`config.mk`:
```
export PLATFORM = sky130hd
export DESIGN_NAME = atr_header_probe_flat
export DESIGN_NICKNAME = d
export VERILOG_FILES = /design/src/rtl/atr_header_probe_if.sv /design/src/rtl/atr_header_probe.sv /design/src/flat_wrapper.sv
export SDC_FILE = /design/constraint.sdc
export NUM_CORES = 1
export LEC_CHECK = 0
export ABC_AREA = 1
export BUFFER_PORTS_ARGS = -buffer_cell sky130_fd_sc_hd__buf_4
export CAP_MARGIN = 20
export CORE_MARGIN = 3
export CORE_UTILIZATION = 63
export CTS_CLUSTER_SIZE = 20
export DETAILED_ROUTE_END_ITERATION = 16
export PLACE_DENSITY = 0.86
export SYNTH_ARGS = -nofsm -noshare
export SYNTH_HDL_FRONTEND = slang
export SYNTH_SLANG_ARGS = --single-unit
export TNS_END_PERCENT = 1
```
`constraint.sdc`:
```
create_clock -name clk_sys -period 6.12 [get_ports clk_sys]
set_input_delay 0.918 -clock clk_sys [delete_from_list [all_inputs] [get_ports clk_sys]]
set_output_delay 0.918 -clock clk_sys [all_outputs]
set_load 0.1 [all_outputs]
```
`src/rtl/atr_header_probe_if.sv`:
```
// SD block interface between hps_io and the drive side.
//   sd_ack, sd_buff_addr, sd_buff_dout, sd_buff_wr : hps_io -> probe (transfer handshake and bytes)
//   sd_lba, sd_rd, sd_wr                           : probe -> hps_io (block request)
//   zpu_overlap                                    : probe -> observer, a ZPU request edge was deferred
interface atr_header_probe_if #(
  parameter int unsigned VDNUM = 3
) ();
  logic             sd_ack;
  logic [8:0]       sd_buff_addr;
  logic [7:0]       sd_buff_dout;
  logic             sd_buff_wr;
  logic [31:0]      sd_lba;
  logic [VDNUM-1:0] sd_rd;
  logic [VDNUM-1:0] sd_wr;
  logic             zpu_overlap;

  modport master (
    input  sd_ack, sd_buff_addr, sd_buff_dout, sd_buff_wr,
    output sd_lba, sd_rd, sd_wr, zpu_overlap
  );

  modport slave (
    output sd_ack, sd_buff_addr, sd_buff_dout, sd_buff_wr,
    input  sd_lba, sd_rd, sd_wr, zpu_overlap
  );
endinterface

```
`src/rtl/atr_header_probe.sv`:
```
// On each image mount, reads sector 0, parses the 16-byte ATR header and publishes
// drive geometry with a one-cycle done pulse. While probing it owns the SD request
// path; otherwise ZPU requests are forwarded with one cycle of latency.
//   clk_sys, reset      : clock, synchronous active-high reset
//   img_mounted/size    : per-drive mount strobe and image size
//   sd                  : SD block interface (master side)
//   zpu_lba/rd/wr       : ZPU bridge block request
//   busy                : probe owns the SD path
//   hdr_*               : probe result (done pulse, drive, valid, error, fields)
module atr_header_probe #(
  parameter int unsigned VDNUM   = 3,
  parameter int unsigned TIMEOUT = 28000000
) (
  input  logic               clk_sys,
  input  logic               reset,
  input  logic [VDNUM-1:0]   img_mounted,
  input  logic [63:0]        img_size,
  atr_header_probe_if.master sd,
  input  logic [31:0]        zpu_lba,
  input  logic [VDNUM-1:0]   zpu_rd,
  input  logic [VDNUM-1:0]   zpu_wr,
  output logic               busy,
  output logic               hdr_done,
  output logic [1:0]         hdr_drive,
  output logic               hdr_valid,
  output logic [1:0]         hdr_error,
  output logic [15:0]        hdr_sector_size,
  output logic [27:0]        hdr_image_bytes,
  output logic [7:0]         hdr_flags
);

  localparam int unsigned TW = $clog2(TIMEOUT + 1);
  localparam int unsigned DW = 2;
  localparam int unsigned ZW = 2 * VDNUM;

  typedef enum logic [2:0] {WAITQ, IDLE, REQ, XFER, CHECK, DONE} state_t;

  state_t           state;
  logic [VDNUM-1:0] pend;
  logic [63:0]      pend_size [VDNUM];
  logic [63:0]      cur_size;
  logic [DW-1:0]    drv;
  logic [1:0]       err;
  logic [TW-1:0]    timer;
  logic [7:0]       hdr [16];
  logic [ZW-1:0]    zpu_prev;
  logic [ZW-1:0]    zpu_now;

  logic             pick_vld;
  logic [DW-1:0]    pick_idx;
  logic [27:0]      img_bytes_c;
  logic [63:0]      need_c;
  logic             tmo_c;

  assign zpu_now     = {zpu_rd, zpu_wr};
  assign img_bytes_c = {hdr[6], hdr[3], hdr[2], 4'b0000};
  assign need_c      = 64'(img_bytes_c) + 64'd16;
  assign tmo_c       = (timer == TW'(TIMEOUT - 1));

  // Lowest-index pending mount
  always_comb begin
    pick_vld = 1'b0;
    pick_idx = '0;
    for (int i = int'(VDNUM) - 1; i >= 0; i--) begin
      if (pend[i]) begin
        pick_vld = 1'b1;
        pick_idx = DW'(i);
      end
    end
  end

  // Probe FSM with registered outputs
  always_ff @(posedge clk_sys) begin
    if (reset) begin
      state           <= WAITQ;
      pend            <= '0;
      cur_size        <= '0;
      drv             <= '0;
      err             <= '0;
      timer           <= '0;
      zpu_prev        <= '0;
      sd.sd_lba       <= '0;
      sd.sd_rd        <= '0;
      sd.sd_wr        <= '0;
      sd.zpu_overlap  <= 1'b0;
      busy            <= 1'b0;
      hdr_done        <= 1'b0;
      hdr_drive       <= '0;
      hdr_valid       <= 1'b0;
      hdr_error       <= '0;
      hdr_sector_size <= '0;
      hdr_image_bytes <= '0;
      hdr_flags       <= '0;
      for (int i = 0; i < 16; i++) hdr[i] <= '0;
      for (int i = 0; i < int'(VDNUM); i++) pend_size[i] <= '0;
    end else begin
      hdr_done <= 1'b0;
      zpu_prev <= zpu_now;
      // ZPU holds its request level, so a deferred edge only needs flagging
      if (busy && ((zpu_now & ~zpu_prev) != '0)) sd.zpu_overlap <= 1'b1;

      case (state)
        WAITQ: begin
          // ignore an ack still in flight from before reset
          if (!sd.sd_ack) state <= IDLE;
        end

        IDLE: begin
          sd.sd_lba      <= zpu_lba;
          sd.sd_rd       <= zpu_rd;
          sd.sd_wr       <= zpu_wr;
          sd.zpu_overlap <= 1'b0;
          // a forwarded ZPU transfer with ack high finishes before the next probe
          if (pick_vld && !sd.sd_ack) begin
            pend[pick_idx] <= 1'b0;
            drv            <= pick_idx;
            cur_size       <= pend_size[pick_idx];
            if (pend_size[pick_idx] == 64'd0) begin
              hdr_valid <= 1'b0;
            end else if (pend_size[pick_idx] < 64'd16) begin
              err   <= 2'd3;
              state <= DONE;
            end else begin
              busy      <= 1'b1;
              sd.sd_lba <= '0;
              sd.sd_rd  <= VDNUM'(1) << pick_idx;
              sd.sd_wr  <= '0;
              timer     <= '0;
              state     <= REQ;
            end
          end
        end

        REQ: begin
          if (sd.sd_ack) begin
            sd.sd_rd <= '0;
            timer    <= '0;
            state    <= XFER;
          end else if (tmo_c) begin
            sd.sd_rd <= '0;
            err      <= 2'd2;
            state    <= DONE;
          end else begin
            timer <= timer + TW'(1);
          end
        end

        XFER: begin
          if (sd.sd_buff_wr && (sd.sd_buff_addr < 9'd16))
            hdr[sd.sd_buff_addr[3:0]] <= sd.sd_buff_dout;
          if (!sd.sd_ack) begin
            state <= CHECK;
          end else if (tmo_c) begin
            err   <= 2'd2;
            state <= DONE;
          end else begin
            timer <= timer + TW'(1);
          end
        end

        CHECK: begin
          hdr_sector_size <= {hdr[5], hdr[4]};
          hdr_image_bytes <= img_bytes_c;
          hdr_flags       <= hdr[15];
          if ((hdr[0] != 8'h96) || (hdr[1] != 8'h02)) err <= 2'd1;
          else if (cur_size < need_c)                 err <= 2'd3;
          else                                        err <= 2'd0;
          state <= DONE;
        end

        DONE: begin
          hdr_done  <= 1'b1;
          hdr_valid <= (err == 2'd0);
          hdr_drive <= drv;
          hdr_error <= err;
          busy      <= 1'b0;
          state     <= IDLE;
        end

        default: state <= WAITQ;
      endcase

      // new strobes win over the pending-bit clear above
      for (int i = 0; i < int'(VDNUM); i++) begin
        if (img_mounted[i]) begin
          pend[i]      <= 1'b1;
          pend_size[i] <= img_size;
        end
      end
    end
  end

endmodule

```
`src/flat_wrapper.sv`:
```
// flat-port wrapper written by rule: the top's interface ports become plain ports
module atr_header_probe_flat 
#(
  parameter int unsigned VDNUM   = 3,
  parameter int unsigned TIMEOUT = 28000000
)
  (clk_sys, reset, img_mounted, img_size, zpu_lba, zpu_rd, zpu_wr, busy, hdr_done, hdr_drive, hdr_valid, hdr_error, hdr_sector_size, hdr_image_bytes, hdr_flags, sd_sd_ack, sd_sd_buff_addr, sd_sd_buff_dout, sd_sd_buff_wr, sd_sd_lba, sd_sd_rd, sd_sd_wr, sd_zpu_overlap);
  atr_header_probe_if #(.VDNUM(VDNUM)) sd_i ();
  input  logic clk_sys;
  input  logic reset;
  input  logic [VDNUM-1:0] img_mounted;
  input  logic [63:0] img_size;
  input  logic [31:0] zpu_lba;
  input  logic [VDNUM-1:0] zpu_rd;
  input  logic [VDNUM-1:0] zpu_wr;
  output logic busy;
  output logic hdr_done;
  output logic [1:0] hdr_drive;
  output logic hdr_valid;
  output logic [1:0] hdr_error;
  output logic [15:0] hdr_sector_size;
  output logic [27:0] hdr_image_bytes;
  output logic [7:0] hdr_flags;
  input wire logic [$bits(sd_i.sd_ack)-1:0] sd_sd_ack;
  input wire logic [$bits(sd_i.sd_buff_addr)-1:0] sd_sd_buff_addr;
  input wire logic [$bits(sd_i.sd_buff_dout)-1:0] sd_sd_buff_dout;
  input wire logic [$bits(sd_i.sd_buff_wr)-1:0] sd_sd_buff_wr;
  output wire logic [$bits(sd_i.sd_lba)-1:0] sd_sd_lba;
  output wire logic [$bits(sd_i.sd_rd)-1:0] sd_sd_rd;
  output wire logic [$bits(sd_i.sd_wr)-1:0] sd_sd_wr;
  output wire logic [$bits(sd_i.zpu_overlap)-1:0] sd_zpu_overlap;
  assign sd_i.sd_ack = sd_sd_ack;
  assign sd_i.sd_buff_addr = sd_sd_buff_addr;
  assign sd_i.sd_buff_dout = sd_sd_buff_dout;
  assign sd_i.sd_buff_wr = sd_sd_buff_wr;
  assign sd_sd_lba = sd_i.sd_lba;
  assign sd_sd_rd = sd_i.sd_rd;
  assign sd_sd_wr = sd_i.sd_wr;
  assign sd_zpu_overlap = sd_i.zpu_overlap;
  atr_header_probe #(.VDNUM(VDNUM), .TIMEOUT(TIMEOUT)) u_core (.clk_sys(clk_sys), .reset(reset), .img_mounted(img_mounted), .img_size(img_size), .sd(sd_i), .zpu_lba(zpu_lba), .zpu_rd(zpu_rd), .zpu_wr(zpu_wr), .busy(busy), .hdr_done(hdr_done), .hdr_drive(hdr_drive), .hdr_valid(hdr_valid), .hdr_error(hdr_error), .hdr_sector_size(hdr_sector_size), .hdr_image_bytes(hdr_image_bytes), .hdr_flags(hdr_flags));
endmodule
```
==> impl_metrics.csv <==
group,metric,value,unit
logic_synthesis,ys_ff_latch,451,
final_layout,fill_cells,1942,
routing,final_antenna_net_count,0,
power,p_per_area,310,nW/um2
logic_synthesis,synth.area.top_cells,"edfxtp_1, dfxtp_1, nand2_1",
place,place_congestion,0.977,
timing,worst_pin_slew,1.01,ns
timing,finalCriticalPeriod,3.84,ns
clocking,clk_path_buf_depth,3,
setup_path,start_kind,"register",
power,peakVddDrop,0.000240,V
logic_synthesis,seq_area_frac_synth,0.606,
setup_path,path_class,"reg -> reg",
setup_path,r2r_end,"u_core.timer[24]",
clocking,path_clk_slew,0.06,ns
routing,drc,0,
logic_synthesis,synthMuxAreaShare,0,
worst_hold_path,hold_path_class,"reg -> reg",
clocking,cts_root_buf,"clkbuf_16",
power,intPower,0.00513,W
setup_path,crit_fanout,33,
logic_synthesis,ys_warn_count,0,
place,hpwl,31600,um
floorplan,rows,63,
timing,rsz0062_at_grt,"no",
global_routing,grt_usage,0.280,
logic_synthesis,synth_edf_count,256,
place,placedCellCount,2619,
power,pwr-share-seq,0.503,
clocking,cts_buffers,44,
power,p_total,0.00695,W
logic_synthesis,syn_area,19100,um2
global_routing,grt_pass1_wl,75400,um
final_layout,n_antenna_cell,0,
final_layout,stdcell_count,2701,
logic_synthesis,synth.avg_cell_area,9.14,um2
clocking,postCtsSetupBuffers,0,
timing,whs,0.464,ns
timing,finalClockSkew,0.0177,ns
clocking,clock_latency,0.54,ns
setup_path,path_buf_inv,3,
floorplan,initial_core_util,0.641,
final_layout,syn2layout_area_growth,17.2,%
worst_hold_path,hold_path.startpoint,"u_core.sd.sd_rd[1]",
timing,relSlewSlack,0.320,
floorplan,chipHeight,180,um
logic_synthesis,synth_top_cell_by_area,"edfxtp_1",
timing,fmax,261,MHz
setup_path,cp.depth,16,
setup_path,reg2regPathDepth,16,
outcome,status,"complete, no violations",
clocking,ctsResizeCount,0,
worst_hold_path,whs_path_depth,2,
global_routing,grt_pass1_vias,15116,
setup_path,crit_required,6.52,ns
routing,wl_per_cell,17.4,um
floorplan,die_w,180,um
logic_synthesis,yosysTopAreaCellShare,0.402,
timing,hold_viol,0,
setup_path,worst_path_most_repeated_cell,"nand2_1",
setup_path,slowest_delay,0.56,ns
timing,tns,0,ns
setup_path,worstPathArrival,4.23,ns
routing,vias,15559,
logic_synthesis,syn_inst,2091,
logic_synthesis,post_synth_fa_ha_maj_area_fraction,0.0170,
clocking,cts_hold_buf,0,
routing,dr.pass1.iters,7,
timing,maxSlewViolCount,0,
routing,drt_first_iter_violations,1635,
final_layout,layout-drive-gt1-share,0.139,
floorplan,die_area,32500,um2
logic_synthesis,synth_top_family_by_area,"simple AND/OR/NAND/NOR gates",
global_routing,overflow,0,
timing,setup_violations,0,
final_layout,fin_nets,2428,
global_routing,antenna_found_initial,0,
clocking,cts_tree,"done",
logic_synthesis,synth_ff_type,"edfxtp_1",
floorplan,io_pins,224,
logic_synthesis,synthXorXnorAreaFrac,0.0170,
setup_path,path_delay_family,"simple AND/OR/NAND/NOR gates",
power,combPwrFrac,0.127,
setup_path,cp_slowest_cell,"nand2_2",
place,io_buffers,219,
final_layout,finalCoreUtilization,0.752,
setup_path,crit_chain,"inv_2 -> nand2_2 -> buf_4 -> nand2_1 -> nand3_1 -> nand2_1 -> nor2_1 -> nand2_1 -> nor2_1 -> nand2_1 -> nor2_2 -> nand3_2 -> nand2_2 -> inv_2 -> o21ai_0 -> nor2_1",
setup_path,end_kind,"register",
logic_synthesis,synth-simple-area-share,0.220,
worst_hold_path,holdPathEnd,"u_core.sd.sd_rd[1]",
power,p_leak,9.30,nW
timing,period_share,0.627,
routing,avgViaCountPerCell,5.76,
routing,wirelength,46900,um
power,power_switching,0.00182,W
clocking,cts_max_level,2,
power,clockPowerShare,0.370,
job,drv_cap,0,
clocking,clock-sinks,451,
logic_synthesis,synth_compound_area_frac,0.0768,
logic_synthesis,ys_async_sr_fraction,0,
floorplan,core-area,29800,um2
logic_synthesis,synth_common_cells,"nand2_1, nor2_1, edfxtp_1",
global_routing,grt_max_degree,77,
setup_path,r2r-start,"u_core.pend[0]",
setup_path,r2r_setup_slack,2.28,ns
logic_synthesis,yosysMostFrequentCell,"nand2_1",
logic_synthesis,synth_cell_types,42,
power,power.share.switching,0.262,
[cells in the final DEF (no fill, tap or decap), types with 5 or more instances in the layout]
master,netlist,routed
o21ai_1,31,31
o2111a_1,5,5
xnor2_1,6,6
ha_1,26,26
xor2_1,31,31
inv_1,194,192
nor2_1,337,337
clkbuf_16,0,44
a211oi_1,5,5
a21oi_1,109,109
nand3_1,182,182
o21ai_0,89,89
clkinv_1,1,9
a2111oi_0,10,10
buf_4,7,237
nand4_1,22,22
nand2_1,403,399
clkinv_2,0,7
nor3_1,22,22
nand2_2,3,7
dfxtp_1,195,195
nor4_1,21,21
edfxtp_1,256,256
clkbuf_8,0,5
clkbuf_1,78,13
[worst reg2reg max path: stages, from the launching register on]
cell,delay [ns]
dfxtp_1,0.46
inv_2,0.10
nand2_2,0.56
buf_4,0.46
nand2_1,0.11
nand3_1,0.11
nand2_1,0.07
nor2_1,0.08
nand2_1,0.06
nor2_1,0.11
nand2_1,0.08
nor2_2,0.20
nand3_2,0.17
nand2_2,0.45
inv_2,0.33
o21ai_0,0.27
nor2_1,0.06
[through the flow]
step                worst slack [ns]  instance area, um2
global route                    1.87               22400
CTS                             2.36               22400
floorplan                       2.52               19100
global placement                2.44               21000
finish                          2.28               22400
detailed placement              2.43               21000
[power by group through the flow]
stage	logic (W)	clock network, W	registers, W
floorplan	0.000455	0	0.00369
detailed placement	0.000864	0	0.00356
finish	0.000882	0.00257	0.00350
global route	0.000958	0.00273	0.00351
CTS	0.000871	0.00260	0.00350
global placement	0.000838	0	0.00355
[kinds of logic after synthesis]
group | after synthesis
flops | 451
simple gates | 1007
buf+inv | 301
other cells | 1
xor+xnor | 37
fa+ha+maj | 26
compound gates | 268
[metal layers]
| layer | share of wire | track usage | up-vias |
|---|---|---|---|
| met5 | 0 | 0 | - |
| met2 | 0.49 | 0.477 | 822 |
| met3 | 0.096 | 0.0593 | 112 |
| li1 | - | - | 7350 |
| met1 | 0.39 | 0.364 | 7275 |
| met4 | 0.025 | 0.0850 | 0 |
[worst max-delay path by stage]
| stage | start | end | slack (ns) |
|---|---|---|---|
| 2_1_floorplan | reset | u_core.pend_size[2][0] | 2.52 |
| 3_3_place_gp | u_core.pend[1] | u_core.sd.sd_lba[21] | 2.44 |
| 3_5_place_dp | u_core.pend[1] | u_core.timer[9] | 2.43 |
| 4_1_cts | u_core.pend[0] | u_core.timer[9] | 2.36 |
| 5_1_grt | u_core.pend[0] | u_core.timer[9] | 1.87 |
| 6_report | u_core.pend[0] | u_core.timer[24] | 2.28 |
[flip-flops by register name (all words and copies together) (netlist names), 6 cells and up]
name and count:
u_core.cur_size 60, u_core.zpu_prev 6, u_core.hdr_image_bytes 24, u_core.sd.sd_lba 32, u_core.hdr 64, u_core.hdr_flags 8, hdr_sector_size 16, u_core.timer 25
u_core.pend_size 192
[layout make-up]
cell class | instances | area [um2] | area share
clock buffers | 62 | 1220 | 0.0544
clock inverters | 19 | 151 | 0.00676
inverters | 198 | 744 | 0.0332
multi-input cells | 1342 | 6380 | 0.285
flip-flops and latches | 451 | 11600 | 0.518
well taps | 390 | 488 | 0.0218
repair buffers | 239 | 1830 | 0.0816
(Power assumes the default switching activity.)
